## src/rtl/rf_dump_load.sv

```systemverilog
// rf_dump_load: bulk dump/load sequencer for the 32x32 register file.
// Ports: start/mode/first/count command, busy/done status, in_* load
// stream, out_* dump stream, rf_rr1/rf_rd1 read port, rf_wr/rf_wd/rf_w
// write port (driven only while loading).
module rf_dump_load #(
    parameter int DW = 32,
    parameter int AW = 5
) (
    input  logic          clk,
    input  logic          rst,
    input  logic          start,
    input  logic          mode,
    input  logic [AW-1:0] first,
    input  logic [5:0]    count,
    output logic          busy,
    output logic          done,
    input  logic [DW-1:0] in_data,
    input  logic          in_valid,
    output logic          in_ready,
    output logic [DW-1:0] out_data,
    output logic          out_valid,
    input  logic          out_ready,
    output logic [AW-1:0] rf_rr1,
    input  logic [DW-1:0] rf_rd1,
    output logic [AW-1:0] rf_wr,
    output logic [DW-1:0] rf_wd,
    output logic          rf_w
);

    typedef enum logic [2:0] {
        S_IDLE,
        S_LOAD,
        S_DUMP,
        S_DRAIN,
        S_FIN
    } state_e;

    state_e        state_q, state_d;
    logic [AW-1:0] ptr_q, ptr_d;
    logic [5:0]    rem_q, rem_d;
    logic [DW-1:0] odata_q, odata_d;
    logic          ovalid_q, ovalid_d;
    logic          busy_q, done_q;
    logic          out_ld;

    // The output register may take a new word when empty or being drained.
    assign out_ld = (state_q == S_DUMP) && (!ovalid_q || out_ready);

    always_comb begin
        state_d  = state_q;
        ptr_d    = ptr_q;
        rem_d    = rem_q;
        odata_d  = odata_q;
        ovalid_d = ovalid_q;
        unique case (state_q)
            S_IDLE: begin
                if (start) begin
                    ptr_d = first;
                    rem_d = count;
                    if (count == 6'd0)
                        state_d = S_FIN;
                    else if (mode)
                        state_d = S_LOAD;
                    else
                        state_d = S_DUMP;
                end
            end
            S_LOAD: begin
                if (in_valid) begin
                    ptr_d = ptr_q + AW'(1);
                    rem_d = rem_q - 6'd1;
                    if (rem_q == 6'd1)
                        state_d = S_FIN;
                end
            end
            S_DUMP: begin
                if (out_ld) begin
                    odata_d  = rf_rd1;
                    ovalid_d = 1'b1;
                    ptr_d    = ptr_q + AW'(1);
                    rem_d    = rem_q - 6'd1;
                    if (rem_q == 6'd1)
                        state_d = S_DRAIN;
                end
            end
            S_DRAIN: begin
                if (ovalid_q && out_ready) begin
                    ovalid_d = 1'b0;
                    state_d  = S_FIN;
                end
            end
            S_FIN: state_d = S_IDLE;
            default: state_d = S_IDLE;
        endcase
    end

    // Status flags are registered from the next state so they line up
    // exactly with the state register.
    always_ff @(posedge clk) begin
        if (rst) begin
            state_q  <= S_IDLE;
            ptr_q    <= '0;
            rem_q    <= '0;
            odata_q  <= '0;
            ovalid_q <= 1'b0;
            busy_q   <= 1'b0;
            done_q   <= 1'b0;
        end else begin
            state_q  <= state_d;
            ptr_q    <= ptr_d;
            rem_q    <= rem_d;
            odata_q  <= odata_d;
            ovalid_q <= ovalid_d;
            busy_q   <= (state_d != S_IDLE);
            done_q   <= (state_d == S_FIN);
        end
    end

    assign busy      = busy_q;
    assign done      = done_q;
    assign out_data  = odata_q;
    assign out_valid = ovalid_q;
    assign in_ready  = (state_q == S_LOAD);
    assign rf_w      = (state_q == S_LOAD) && in_valid;
    assign rf_wr     = (state_q == S_LOAD) ? ptr_q : '0;
    assign rf_wd     = (state_q == S_LOAD) ? in_data : '0;
    assign rf_rr1    = (state_q == S_DUMP) ? ptr_q : '0;

endmodule

```

## config.mk

```make
export PLATFORM = sky130hd
export DESIGN_NAME = rf_dump_load
export DESIGN_NICKNAME = d
export VERILOG_FILES = /design/src/rtl/rf_dump_load.sv
export SDC_FILE = /design/constraint.sdc
export NUM_CORES = 1
export LEC_CHECK = 0
export ABC_AREA = 1
export BUFFER_PORTS_ARGS = -buffer_cell sky130_fd_sc_hd__buf_4
export CORE_MARGIN = 2
export CORE_UTILIZATION = 46
export DETAILED_ROUTE_END_ITERATION = 10
export PLACE_DENSITY = 0.95
export SLEW_MARGIN = 25
export SYNTH_ARGS = -nofsm -noshare
export SYNTH_HDL_FRONTEND = slang
export SYNTH_SLANG_ARGS = --single-unit
```

## constraint.sdc

```tcl
create_clock -name clk -period 3.45 [get_ports clk]
set_clock_uncertainty 0.05 [all_clocks]
set_input_delay 0.345 -clock clk [delete_from_list [all_inputs] [get_ports clk]]
set_output_delay 0.345 -clock clk [all_outputs]
set_load 0.05 [all_outputs]
```

==> results.sh, run 1 <==
export IMPL_finalHoldViolations=0
export IMPL_drt_pass1_iter_count=5
export IMPL_ios=160
export IMPL_numPortBuffers=159
export IMPL_grt_pass1_vias=2618
export IMPL_rows=27
export IMPL_drive_above_1_share=0.3315
export IMPL_fin_area_um2=3802
export IMPL_whs_ns=0.2312
export IMPL_clockBufferDepth=2
export IMPL_drt_iter0_markers=160
export IMPL_cts_setup_buffers=0
export IMPL_hold_class="input pin to flip-flop"
export IMPL_num_vias=2929
export IMPL_ys_seq_area_frac=0.3877
export IMPL_layout_commonest_cell="buf_4"
export IMPL_reg2reg_slack_ns=1.67
export IMPL_power_density_nw_per_um2=454.8
export IMPL_die_h_um=78.16
export IMPL_setup_tns_final_ns=0
export IMPL_clock_root_buffer="clkbuf_8"
export IMPL_postCtsHoldBufs=0
export IMPL_rsz0062_at_grt="false"
export IMPL_peakVddDrop_uv=289.3
export IMPL_viasPerCell=4.763
export IMPL_wl_per_cell_um=11.87
export IMPL_final_setup_worst_slack_ns=1.378
export IMPL_antenna_found_initial=0
export IMPL_dp_worst_setup_slack_ns=1.701
export IMPL_grt_pass1_wl_mm=11.61
export IMPL_finalNetCount=626
export IMPL_maxCapViolations=0
export IMPL_crit_type="flip-flop to primary output"
export IMPL_yosysTopAreaCell="dfxtp_1"
export IMPL_p_leak_nw=2.025
export IMPL_dp_hpwl_mm=5.602
export IMPL_slew_violations=0
export IMPL_synth_top_cell_area_share=0.3877
export IMPL_route_detailed_drc=0
export IMPL_drt_wl_total_mm=7.298
export IMPL_syn_inst=394
export IMPL_start_util=0.4681
export IMPL_clock_sinks=49
export IMPL_grt_max_degree=41
export IMPL_place_congestion=0.8824
export IMPL_worstSkewPairLatency_ns=0.30
export IMPL_die_x_um=78.16
export IMPL_synth_area_top_cells="dfxtp_1, nand2_1, nor2_1"
export IMPL_clk_pin_slew_ns=0.10
export IMPL_arrival_ns=1.68
export IMPL_layout_min_cycle_time_ns=2.072
export IMPL_outcome="finished clean"
export IMPL_setup_viol=0
export IMPL_critPathLaunchType="flip-flop"
export IMPL_cp_max_fo=40
export IMPL_cp_end_kind="primary output"
export IMPL_tightest_slew_ns=0.4916
export IMPL_synth_area_um2=2530
export IMPL_syn_nets=478
export IMPL_max_freq_mhz=482.6
export IMPL_h_tree_depth=2
export IMPL_synth_seq_cells=49
export IMPL_detailed_place_area_um2=3712
export IMPL_mostFrequentLayoutCells="buf_4, nand2_1, nor2_1"
export IMPL_syn_area_per_cell_um2=6.421
export IMPL_worst_ep_required_time_ns=3.05
export IMPL_cts_tree="built"
export IMPL_ant_nets=0
export IMPL_areaGrowthSynthToFinish_pct=50.30
export IMPL_ys_warn_count=0
export IMPL_die_area_um2=6109
export IMPL_period_share=0.6006
export IMPL_globalRouteOverflowTotal=0
export IMPL_slew_headroom=0.6715
export IMPL_cts_buffers=5
export IMPL_grt_use_total=0.2308
export IMPL_core_area_um2=5405
export IMPL_cts_resized=0
export IMPL_diodes=0
export IMPL_yosysUniqueCellTypes=26
## final cells by class
| type | instances | area, µm² |
|---|---|---|
| flip-flops and latches | 49 | 980.9 |
| fillers | 479 | 1603 |
| multi-input cells | 267 | 1216 |
| repair buffers | 160 | 1201 |
| inverters | 59 | 224.0 |
| well taps | 72 | 90.09 |
| clock inverters | 3 | 21.27 |
| clock buffers | 5 | 68.82 |
## synth_stat cells, drive strengths merged
cell type	n
o21ai	16
xor2	1
nand4	4
nand3	27
nand2	98
or2	2
inv	59
buf	13
xnor2	1
a21oi	39
clkbuf	6
dfxtp	49
nor2	75
ha	3
nor3	1
## layer usage
layer / part of all wire / wire length (µm) / track usage
met1: 0.39 / 2876 / 0.2601
met2: 0.54 / 3921 / 0.4397
met3: 0.059 / 431 / 0.05057
met4: 0.0093 / 68 / 0.05439
met5: 0 / 0 / 0
## flip-flops by register name, indices dropped and copies added, names as in the netlist
| register | count |
|---|---|
| busy | 1 |
| done | 1 |
| out_data | 32 |
| out_valid | 1 |
| ptr_q | 5 |
| rem_q | 6 |
| state_q | 3 |
## critical path: stages, from the launching register on
cell     delay [ns]
dfxtp_1        0.50
nand3_4        0.38
nor2_1         0.26
buf_4          0.23
## cell families after synthesis
group | Yosys count | synth area share
and+or+nand+nor | 207 | 0.3487
buffers and inverters | 78 | 0.1316
adders and majority gates | 3 | 0.01484
xor gates and xnor gates | 2 | 0.006925
DFF | 49 | 0.3877
AOI/OAI and AO/OA | 55 | 0.1103
## metrics by stage
step,utilization,power (mW),cells
floorplan,-,1.189,394
global placement,0.6868,1.379,607
detailed placement,0.6868,1.400,607
CTS,0.7035,1.737,615
global route,0.7035,1.828,615
finish,0.7035,1.729,615
## final timing paths
| path | from | end | cells past startpoint |
|---|---|---|---|
| worst max-delay path | state_q[0] | rf_w | 3 |
| worst min-delay path | rf_rd1[7] | out_data[7] | 3 |
| worst max register to register | state_q[1] | rem_q[2] | 8 |
| worst min register to register | out_data[7] | out_data[7] | 2 |
## power by group
part | internal, mW | total (mW) | switching [mW]
clock | 0.144 | 0.340 | 0.196
combinational | 0.241 | 0.719 | 0.479
sequential | 0.623 | 0.670 | 0.0470
Power figures use the tool's default switching activity.
==> inputs of run 2 (changes only) <==
CORE_UTILIZATION = 43   (was 46)
PLACE_DENSITY = 0.92   (was 0.95)
clock period = 2.1 ns   (was 3.45 ns; I/O delays follow)
==> results.sh, run 2 (synthesis gave the netlist of run 1 again) <==
export IMPL_outcome="finished clean"
export IMPL_cts_tree="built"
export IMPL_ios=160
export IMPL_drt_pass1_iter_count=4
export IMPL_rsz0062_at_grt="false"
export IMPL_worstSkewPairLatency_ns=0.30
export IMPL_maxCapViolations=0
export IMPL_clock_sinks=49
export IMPL_reg2reg_slack_ns=0.32
export IMPL_peakVddDrop_uv=471.8
export IMPL_top_layer="met4"
export IMPL_r2r_start="state_q[0]"
export IMPL_clockBufferDepth=2
export IMPL_cp_end_kind="primary output"
export IMPL_p_leak_nw=2.030
export IMPL_num_vias=2980
export IMPL_crit_type="flip-flop to primary output"
export IMPL_tightest_slew_ns=0.4175
export IMPL_combPwrFrac=0.414
export IMPL_layout_commonest_cell="buf_4"
export IMPL_r2r_end="rem_q[2]"
export IMPL_startpoint="state_q[0]"
export IMPL_cp_max_fo=20
export IMPL_cp_slowest_cell="dfxtp_1"
export IMPL_die_x_um=80.71
export IMPL_seqPwrFrac=0.385
export IMPL_swShare=0.4192
export IMPL_globalRouteOverflowTotal=0
export IMPL_viasPerCell=4.830
export IMPL_power_mw=2.866
export IMPL_place_congestion=0.8729
export IMPL_grt_pass1_wl_mm=11.39
export IMPL_hold_end="out_data[8]"
export IMPL_cts_resized=0
export IMPL_mostFrequentLayoutCells="buf_4, nand2_1, nor2_1"
export IMPL_grt_max_degree=41
export IMPL_clock_root_buffer="clkbuf_8"
export IMPL_route_detailed_drc=0
export IMPL_finalNetCount=628
export IMPL_areaGrowthSynthToFinish_pct=51.19
export IMPL_min_delay_start="rf_rd1[8]"
export IMPL_drt_wl_total_mm=7.481
export IMPL_start_util=0.4511
export IMPL_min_path_cells=3
export IMPL_max_freq_mhz=512.2
export IMPL_p_int_mw=1.664
export IMPL_setup_viol=0
export IMPL_numPortBuffers=159
export IMPL_arrival_ns=1.69
export IMPL_p_switching_mw=1.202
export IMPL_die_h_um=80.71
export IMPL_slew_violations=0
export IMPL_diodes=0
export IMPL_wl_met3_um=452
export IMPL_finalHoldViolations=0
export IMPL_core_area_um2=5608
export IMPL_power_density_nw_per_um2=749.3
export IMPL_grt_pass1_vias=2622
export IMPL_drive_above_1_share=0.3339
export IMPL_antenna_found_initial=0
export IMPL_drt_iter0_markers=126
export IMPL_cts_buffers=5
export IMPL_p_clk_frac=0.201
export IMPL_setup_tns_final_ns=0
export IMPL_path_cells="nand3_2 > nor2_1 > buf_4"
export IMPL_wl_met1_mm=2.985
export IMPL_largest_register_ffs=32
export IMPL_wl_per_cell_um=12.12
export IMPL_grt_use_total=0.2155
export IMPL_layout_min_cycle_time_ns=1.952
export IMPL_dp_hpwl_mm=5.597
export IMPL_ff2ff_path_depth=7
export IMPL_period_share=0.9297
export IMPL_rows=27
export IMPL_routed_wl_met2_mm=3.992
export IMPL_clk_pin_slew_ns=0.10
export IMPL_slew_headroom=0.7213
export IMPL_h_tree_depth=2
export IMPL_worst_ep_required_time_ns=1.84
export IMPL_hold_class="input pin to flip-flop"
export IMPL_ant_nets=0
export IMPL_max_stage_delay_ns=0.54
export IMPL_critPathLaunchType="flip-flop"
export IMPL_die_area_um2=6513
run 2: changes by cell type in the layout (fill, tap and decap cells not counted), sizes merged:
cell      delta
clkinvlp     +1
buf          +1
nand3        +1
clkinv       -1
run 2: power by group through the flow:
stage               clock, mW  sequential, mW  combinational (mW)
floorplan                   0            1.27               0.681
global placement            0            1.12                1.16
detailed placement          0            1.12                1.18
CTS                     0.595            1.10                1.18
global route            0.623            1.11                1.28
finish                  0.577            1.10                1.19
run 2: cell type report:
cell class,instances,area (µm²)
fill,481,1783
multi-input combinational,268,1226
timing repair buffer,161,1209
sequential,49,980.9
inverter,59,224.0
tap,72,90.09
clock buffer,5,68.82
clock inverter,3,26.28
run 2: critical path: cells and delay by family, from the launching register on:
| kind | cells | cell delay, ns |
|---|---|---|
| AND/OR/NAND/NOR | 2 | 0.63 |
| flip-flops | 1 | 0.54 |
| buffers and inverters | 1 | 0.22 |
run 2: routing by layer:
metal | track usage | vias up
met1 | 0.2457 | 1378
met4 | 0.05424 | 0
met2 | 0.4117 | 93
li1 | - | 1503
met5 | 0 | -
met3 | 0.03820 | 6
run 2: worst max-delay path by stage:
stage | to | slack, ns | cells past startpoint
2_1_floorplan | rf_wd[10] | 0.27 | 4
3_3_place_gp | rem_q[5] | 0.49 | 6
3_5_place_dp | rem_q[0] | 0.38 | 8
4_1_cts | rf_w | 0.13 | 3
5_1_grt | rf_wd[2] | 0.02 | 3
6_report | rf_wd[4] | 0.15 | 3
run 2: timing repair:
action,CTS,global route
hold buffers,0,0
setup endpoints to repair,0,1
setup buffers,0,0
run 2: per-stage QoR:
| stage | setup slack [ns] | utilization | hold slack (ns) | std cells | area [µm²] |
|---|---|---|---|---|---|
| 6_report | 0.1476 | 0.6821 | 0.1068 | 617 | 3825 |
| 5_1_grt | 0.01522 | 0.6821 | 0.09353 | 617 | 3825 |
| 4_1_cts | 0.1313 | 0.6803 | 0.09688 | 616 | 3815 |
| 3_5_place_dp | 0.3796 | 0.6633 | 0.4054 | 608 | 3720 |
| 3_3_place_gp | 0.4904 | 0.6633 | 0.4028 | 608 | 3720 |
| 2_1_floorplan | 0.2677 | - | 0.3028 | 394 | 2530 |
==> inputs of run 3 (changes only) <==
CORE_MARGIN = 1   (was 2)
==> results.sh, run 3 (synthesis gave the netlist of run 1 again) <==
export IMPL_outcome="finished clean"
export IMPL_globalRouteOverflowTotal=0
export IMPL_maxCapViolations=0
export IMPL_crit_type="flip-flop to primary output"
export IMPL_max_freq_mhz=500.5
export IMPL_cts_tree="built"
export IMPL_start_util=0.4539
export IMPL_cp_slowest_cell="dfxtp_1"
export IMPL_drt_pass1_iter_count=5
export IMPL_reg2reg_slack_ns=0.29
export IMPL_h_tree_depth=2
export IMPL_dp_hpwl_mm=5.536
export IMPL_arrival_ns=1.74
export IMPL_hold_class="input pin to flip-flop"
export IMPL_grt_use_total=0.2205
export IMPL_setup_tns_final_ns=0
export IMPL_slew_violations=0
export IMPL_num_vias=2932
export IMPL_worstSkewPairLatency_ns=0.29
export IMPL_finalNetCount=628
export IMPL_clockBufferDepth=2
export IMPL_cp_max_fo=20
export IMPL_setup_viol=0
export IMPL_cts_resized=0
export IMPL_max_stage_delay_ns=0.56
export IMPL_finalHoldViolations=0
export IMPL_critPathTopFamily="simple AND/OR/NAND/NOR gates"
export IMPL_critPathLaunchType="flip-flop"
export IMPL_postCtsHoldBufs=0
export IMPL_cts_buffers=5
export IMPL_mostFrequentLayoutCells="buf_4, nand2_1, nor2_1"
export IMPL_tightest_slew_ns=0.4416
export IMPL_critPathBufInv=1
export IMPL_areaGrowthSynthToFinish_pct=51.04
export IMPL_diodes=0
export IMPL_ios=160
export IMPL_viasPerCell=4.752
export IMPL_place_congestion=0.9123
export IMPL_core_area_um2=5574
export IMPL_drt_iter0_markers=134
export IMPL_post_route_util=0.6855
export IMPL_rows=27
export IMPL_cp_end_kind="primary output"
export IMPL_wl_per_cell_um=11.86
export IMPL_period_share=0.9514
export IMPL_ant_nets=0
export IMPL_peakVddDrop_uv=399.4
export IMPL_antenna_found_initial=0
export IMPL_grt_pass1_vias=2540
export IMPL_die_x_um=78.71
export IMPL_largest_register_ffs=32
export IMPL_power_density_nw_per_um2=743.7
export IMPL_clock_sinks=49
export IMPL_die_h_um=78.71
export IMPL_worst_ep_required_time_ns=1.84
export IMPL_clk_pin_slew_ns=0.09
export IMPL_layout_commonest_cell="buf_4"
export IMPL_path_cells="nand3_2 > nor2_1 > buf_4"
export IMPL_die_area_um2=6194
export IMPL_grt_pass1_wl_mm=11.07
export IMPL_layout_min_cycle_time_ns=1.998
export IMPL_power_mw=2.842
export IMPL_cts_setup_buffers=0
export IMPL_numPortBuffers=159
export IMPL_slew_headroom=0.7052
export IMPL_clock_root_buffer="clkbuf_8"
export IMPL_drive_above_1_share=0.3339
export IMPL_grt_max_degree=41
export IMPL_p_leak_nw=2.036
export IMPL_rsz0062_at_grt="false"
export IMPL_drt_wl_total_mm=7.320
export IMPL_route_detailed_drc=0
run 3: final cells by class:
class,instances,area [µm²]
Inverter,59,224.0
Clock inverter,3,22.52
Clock buffer,5,68.82
Timing Repair Buffer,161,1209
Multi-Input combinational cell,268,1226
Tap cell,72,90.09
Fill cell,491,1753
Sequential cell,49,980.9
run 3: power breakdown:
group | leakage, nW | internal [mW] | switching [mW]
registers | 0.401 | 1.02 | 0.0782
clock network | 0.0481 | 0.237 | 0.319
logic | 1.59 | 0.399 | 0.786
total | 2.04 | 1.66 | 1.18
run 3: path summary, 6_finish.rpt:
check | start | end | cells after the start
worst max-delay path | state_q[0] | rf_wd[3] | 3
worst min-delay path | rf_rd1[4] | out_data[4] | 3
worst max register to register | state_q[0] | rem_q[4] | 7
worst min register to register | out_data[23] | out_data[23] | 2
run 3: worst min-delay path, cell delays in order:
cell	delay, ns
buf_4	0.11
nand2_1	0.05
a21oi_1	0.05
run 3: stage by stage:
stage | setup WS (ns) | instances | cell area [µm²] | hold slack (ns)
after detailed placement | 0.3726 | 608 | 3720 | 0.4070
after floorplan | 0.2677 | 394 | 2530 | 0.3028
after CTS | 0.1049 | 616 | 3811 | 0.1094
after global placement | 0.4816 | 608 | 3720 | 0.4032
after global routing | 0.004883 | 617 | 3821 | 0.1065
final | 0.1020 | 617 | 3821 | 0.1145
run 3: per-layer routing:
| metal | track usage | part of all wire |
|---|---|---|
| met3 | 0.04828 | 0.079 |
| met2 | 0.4148 | 0.51 |
| met1 | 0.2432 | 0.39 |
| met4 | 0.07037 | 0.020 |
| met5 | 0 | 0 |
